[src/rtl/layer_mem_ctrl.sv]
// layer_mem_ctrl: multi-layer pixel memory controller for the VGA path.
// Generates a pixel strobe every DIV clocks and registers one ROM address per layer
// (req_addr + layer base, wrapping) on each accepted request. The request sideband
// is delayed to match the ROM read latency, and the layers are then composited by
// priority, with layer LAYERS-1 winning.
// Build option: define COLOR_KEY_EN to treat KEY_COLOR as transparent during compose.
module layer_mem_ctrl #(
  parameter int unsigned LAYERS  = 2,
  parameter int unsigned ADDR_W  = 17,
  parameter int unsigned PIX_W   = 12,
  parameter int unsigned ROM_LAT = 1,
  parameter int unsigned DIV     = 4,
  parameter logic [PIX_W-1:0] KEY_COLOR = 12'h0F0,
  parameter logic [PIX_W-1:0] BG_COLOR  = 12'h000
) (
  input  logic                       clk,
  input  logic                       rst_n,
  output logic                       pix_tick,
  input  logic                       req_valid,
  input  logic [ADDR_W-1:0]          req_addr,
  input  logic [LAYERS-1:0]          layer_en,
  input  logic [LAYERS*ADDR_W-1:0]   layer_base,
  output logic [LAYERS*ADDR_W-1:0]   rom_addr,
  input  logic [LAYERS*PIX_W-1:0]    rom_data,
  output logic                       pix_valid,
  output logic [PIX_W-1:0]           pixel,
  output logic [$clog2(LAYERS+1)-1:0] pix_layer
);

  localparam int unsigned CNT_W = (DIV > 1) ? $clog2(DIV) : 1;
  localparam logic [CNT_W-1:0] CNT_MAX = CNT_W'(DIV - 1);
  localparam int unsigned LW = $clog2(LAYERS + 1);
`ifdef COLOR_KEY_EN
  localparam bit KEY_EN = 1'b1;
`else
  localparam bit KEY_EN = 1'b0;
`endif

  logic [CNT_W-1:0]         cnt_q, cnt_d;
  logic                     tick_q, tick_d;
  logic                     accept;
  logic [LAYERS*ADDR_W-1:0] addr_q, addr_d;
  logic [ROM_LAT:0]         vld_q;
  logic [LAYERS-1:0]        en_q [ROM_LAT+1];
  logic [PIX_W-1:0]         win_pix;
  logic [LW-1:0]            win_idx;
  logic                     pv_q;
  logic [PIX_W-1:0]         pixel_q, pixel_d;
  logic [LW-1:0]            layer_q, layer_d;

  // The tick is registered from the next count, so it stays low during reset
  // even with DIV=1 while still lining up with count==DIV-1 afterwards.
  always_comb begin
    cnt_d  = (cnt_q == CNT_MAX) ? '0 : cnt_q + 1'b1;
    tick_d = (cnt_d == CNT_MAX);
  end

  // Tick counter and strobe register.
  always_ff @(posedge clk or negedge rst_n) begin
    if (!rst_n) begin
      cnt_q  <= '0;
      tick_q <= 1'b0;
    end else begin
      cnt_q  <= cnt_d;
      tick_q <= tick_d;
    end
  end

  assign accept = req_valid & tick_q;

  // Next per-layer ROM address: offset by the layer base and wrapped to ADDR_W.
  always_comb begin
    addr_d = addr_q;
    if (accept) begin
      for (int unsigned i = 0; i < LAYERS; i++) begin
        addr_d[i*ADDR_W +: ADDR_W] = req_addr + layer_base[i*ADDR_W +: ADDR_W];
      end
    end
  end

  // Address stage: holds the value between accepts.
  always_ff @(posedge clk or negedge rst_n) begin
    if (!rst_n) addr_q <= '0;
    else        addr_q <= addr_d;
  end

  // Sideband shift pipeline: stage 0 is aligned with rom_addr, and stage ROM_LAT
  // is aligned with rom_data.
  always_ff @(posedge clk or negedge rst_n) begin
    if (!rst_n) begin
      vld_q <= '0;
      for (int unsigned k = 0; k <= ROM_LAT; k++) en_q[k] <= '0;
    end else begin
      vld_q[0] <= accept;
      if (accept) en_q[0] <= layer_en;
      for (int unsigned k = 1; k <= ROM_LAT; k++) begin
        vld_q[k] <= vld_q[k-1];
        en_q[k]  <= en_q[k-1];
      end
    end
  end

  // Priority compose: an ascending scan leaves the highest qualifying layer.
  always_comb begin
    win_pix = BG_COLOR;
    win_idx = LW'(LAYERS);
    for (int unsigned i = 0; i < LAYERS; i++) begin
      if (en_q[ROM_LAT][i] && (!KEY_EN || (rom_data[i*PIX_W +: PIX_W] != KEY_COLOR))) begin
        win_pix = rom_data[i*PIX_W +: PIX_W];
        win_idx = LW'(i);
      end
    end
    pixel_d = pixel_q;
    layer_d = layer_q;
    if (vld_q[ROM_LAT]) begin
      pixel_d = win_pix;
      layer_d = win_idx;
    end
  end

  // Output stage: registered pixel and layer, held while no pixel is valid.
  always_ff @(posedge clk or negedge rst_n) begin
    if (!rst_n) begin
      pv_q    <= 1'b0;
      pixel_q <= '0;
      layer_q <= '0;
    end else begin
      pv_q    <= vld_q[ROM_LAT];
      pixel_q <= pixel_d;
      layer_q <= layer_d;
    end
  end

  assign pix_tick  = tick_q;
  assign rom_addr  = addr_q;
  assign pix_valid = pv_q;
  assign pixel     = pixel_q;
  assign pix_layer = layer_q;

endmodule

[config.mk]
export PLATFORM = sky130hd
export DESIGN_NAME = layer_mem_ctrl
export DESIGN_NICKNAME = d
export VERILOG_FILES = /design/src/rtl/layer_mem_ctrl.sv
export SDC_FILE = /design/constraint.sdc
export NUM_CORES = 1
export LEC_CHECK = 0
export ABC_AREA = 1
export BUFFER_PORTS_ARGS = -buffer_cell sky130_fd_sc_hd__buf_4
export CORE_ASPECT_RATIO = 0.9
export CORE_MARGIN = 4
export CORE_UTILIZATION = 55
export CTS_CLUSTER_SIZE = 10
export DETAILED_ROUTE_END_ITERATION = 7
export GPL_TIMING_DRIVEN = 0
export PLACE_DENSITY_LB_ADDON = 0.05
export SETUP_SLACK_MARGIN = 0.15
export SLEW_MARGIN = 20
export SYNTH_ARGS = -nofsm -noshare
export SYNTH_HDL_FRONTEND = slang
export SYNTH_SLANG_ARGS = --single-unit
[constraint.sdc]
create_clock -name clk -period 3.1 [get_ports clk]
set_clock_uncertainty 0.1 [all_clocks]
set_input_delay 0.775 -clock clk [delete_from_list [all_inputs] [get_ports clk]]
set_output_delay 0.775 -clock clk [all_outputs]
set_load 0.01 [all_outputs]
; ---- After elaboration in Yosys (flattened, before gate mapping)
; Index checks and enable logic that the tools add are counted.
[totals]
regBits = 58
[classes]
muxes = 5
n_addsub = 3
eq_ne = 2
n_bitwise = 1
[ops]
columns = operator, n
row1 = $add 17x17->17, 2
row2 = $mux 12, 2
row3 = $mux 2, 3
row4 = $eq 2x2->1 const B, 2
row5 = $add 2x1->2 const B, 1
row6 = $and 1x1->1, 1

; ---- Longest topological paths before layout
[logic_depth]
depth_word = 3
depth_mapped = 11
ltp_nobuf = 11

; ---- Worst setup path after synthesis
; Ideal clock, no wire load.
[synth_path]
kind = input port to flip-flop
startpoint = input req_addr[0]
endpoint = register addr_q[25], in the netlist rom_addr[25]
n_path_buf = 0
arrival_ns = 1.979
stages = 9
setup_time_ns = 0.117
slack_ns = 0.903
required_ns = 2.883
path_cell_list = ha_1 > fa_1 > nand2_1 > nand2_1 > nand3_1 > nand2_2 > or2_0 > nand3_1 > nand2_1
[synth_between]
elab_chain_len = 1
[synth_lines]
columns = item, line
row1 = from (decl), 20  ; input logic [ADDR_W-1:0] req_addr,
row2 = $add 17x17->17, 76  ; addr_d[i*ADDR_W +: ADDR_W] = req_addr + layer_base[i*ADDR_W +: ADDR_W];
row3 = to (signal assigned), 84  ; else addr_q <= addr_d;
row4 = to (decl), 42  ; logic [LAYERS*ADDR_W-1:0] addr_q, addr_d;
; No other way between the ends.
; A chain may end at the register's enable or synchronous reset.

; ---- Worst setup path in the final report
[layout_path]
startpoint = input req_addr[0]
endpoint = register addr_q[8], in the netlist rom_addr[8]
; The elaborated chain is that of the path after synthesis.

==> impl_metrics.ini <==
[status]
status = finished, final reports clean

[critical_path]
setup.worst_path.class = primary input to register
crit_arrival_ps = 2300
crit_fanout = 4
critPathLaunchType = primary input
cp.required_ps = 3230
endpoint_kind = register

[run]
maxCapViolations = 0

[power]
power.ir.vdd_worst_v = 0.0003014
power_density_nw_per_um2 = 473.6
finalPower_mw = 2.575
p_leak_nw = 3.222

[routing]
viasPerCell = 5.050
drt-initial-drc-count = 197
ant_nets = 0
vias = 4257
wl_per_cell_um = 13.44
drc = 0
dr.pass1.iters = 4
wirelength_mm = 11.33

[floorplan]
die_w_um = 99.04
die_area_um2 = 8907
fp-row-count = 29
start_util_pct = 57.40
io_pins = 130
die_h_um = 89.94
core-area_um2 = 7148

[yosys]
synth_top_area_cell = dfrtp_1
synth_cell_types = 24
synthCells = 605
ys_top_cells_by_area = dfrtp_1, nand2_1, ha_1
syn_area_per_cell_um2 = 6.781
ys_ff_latch = 58
synth.yosys.warnings = 0
synth.top_cell.area_share_pct = 35.38
syn_area_um2 = 4103
synth_nets = 721
ys_seq_area_share_pct = 35.38

[place]
gp_congestion = 0.9182
hpwl_mm = 8.894
place_ws_ps = 597.3
io_buffers = 129

[timing]
tightest_slew_ps = 741.3
hold_viol_final = 0
setup_ws_ps = 931.2
tns_ps = 0
fmax_mhz = 461.1
drv_slew = 0
fin_crit_ps = 2169
relSlewSlack_pct = 50.58
rsz0062_at_grt = no
setup_viol = 0
min_period_over_period_pct = 69.96

[worst_hold_path]
min_path_type = register to register

[global_route]
track_usage_pct = 26.43
grt_pass1_vias = 4221
grt_max_degree = 59
grt_pass1_wl_mm = 19.16
overflow = 0
antenna_found_initial = 0

[cts]
cts_buffers = 9
cts_buffer_depth = 2
cts.sinks = 58
clock_latency_ps = 340
post-cts-setup-buffers = 0
cts_tree = built
clkTransAtPathRegs_ps = 80
cts_root_buf = clkbuf_8
ctsHoldBuffers = 0
cts_resized = 0
htree_levels = 3

[finish]
final_common_cell = nand2_1
nets = 861
synthToLayoutAreaGrowth_pct = 32.51
drive_above_1_share_pct = 20.67
layout_common_cells = nand2_1, buf_4, inv_1
n_antenna_cell = 0
-- worst max-delay path, cell delays in order --
cell     delay, ps
buf_4          120
ha_1           220
fa_1           400
nand2_1        100
nand2_1        100
nand3_1        100
nand2_1        130
or2_0          230
nand3_1         80
nand2_1         50
-- synth_stat cells (all sizes together) --
| master | number |
|---|---|
| or2 | 9 |
| o21ai | 20 |
| a21oi | 16 |
| nor2 | 23 |
| xnor2 | 5 |
| inv | 91 |
| fa | 2 |
| nand3 | 40 |
| ha | 34 |
| nor3 | 8 |
| a22oi | 12 |
| clkbuf | 6 |
| nand3b | 7 |
| dfrtp | 58 |
| buf | 5 |
| a22o | 1 |
| xor2 | 3 |
| nand2 | 265 |
-- logic make-up after synthesis --
kind of cell               after synthesis  share of synthesized area (%)
adders and majority gates               36                          11.35
AOI/OAI and AO/OA                       49                          6.801
xor gates and xnor gates                 8                          1.708
DFF                                     58                          35.38
buffers and inverters                  102                          9.546
and+or+nand+nor                        352                          35.22
-- through the flow --
stage | cell area (um^2) | std cells | hold slack [ps] | util (%)
final | 5436 | 843 | 248.5 | 76.05
after floorplan | 4103 | 605 | 231.2 | -
after global routing | 5436 | 843 | 253.5 | 76.05
after global placement | 5187 | 827 | 233.5 | 72.57
after CTS | 5436 | 843 | 254.4 | 76.05
after detailed placement | 5187 | 827 | 237.9 | 72.57
-- flip-flops by register name (all words and copies together) (netlist names) --
register and cells:
cnt_q 2, en_q 4, pix_layer 2, pix_tick 1, pix_valid 1, pixel 12
rom_addr 34, vld_q 2
-- cell type report --
cell class / count / area (um^2)
timing repair buffer: 129 / 968.4
clock buffer: 9 / 123.9
buffer: 11 / 50.05
tap: 93 / 116.4
inverter: 91 / 341.6
sequential: 58 / 1451
clock inverter: 7 / 125.1
multi-input combinational: 445 / 2260
fill: 576 / 1712
-- layer usage --
| layer | vias to the layer above | global-route usage [%] | wire, um |
|---|---|---|---|
| met4 | 0 | 7.509 | 153 |
| met3 | 16 | 6.579 | 940 |
| li1 | 2162 | - | - |
| met1 | 1930 | 33.35 | 4915 |
| met2 | 149 | 44.74 | 5321 |
| met5 | - | 0 | 0 |
-- final timing paths --
path,slack [ps],from,cells after the start,endpoint
worst max-delay path,930,req_addr[0],10,rom_addr[8]
worst min-delay path,250,vld_q[0],0,vld_q[1]
max in group asynchronous,2010,rst_n,1,pixel[9]
worst min register to register,250,vld_q[0],0,vld_q[1]
min in group asynchronous,390,rst_n,1,pix_tick
worst max register to register,1570,pix_tick,4,rom_addr[0]
-- where the power goes --
group | internal (mW) | switching [mW] | total [mW] | leakage (nW)
clock | 0.541 | 0.357 | 0.898 | 0.124
combinational | 0.355 | 0.407 | 0.763 | 2.38
sequential | 0.857 | 0.0574 | 0.914 | 0.714
total | 1.75 | 0.822 | 2.57 | 3.22
(Power assumes the default switching activity.)
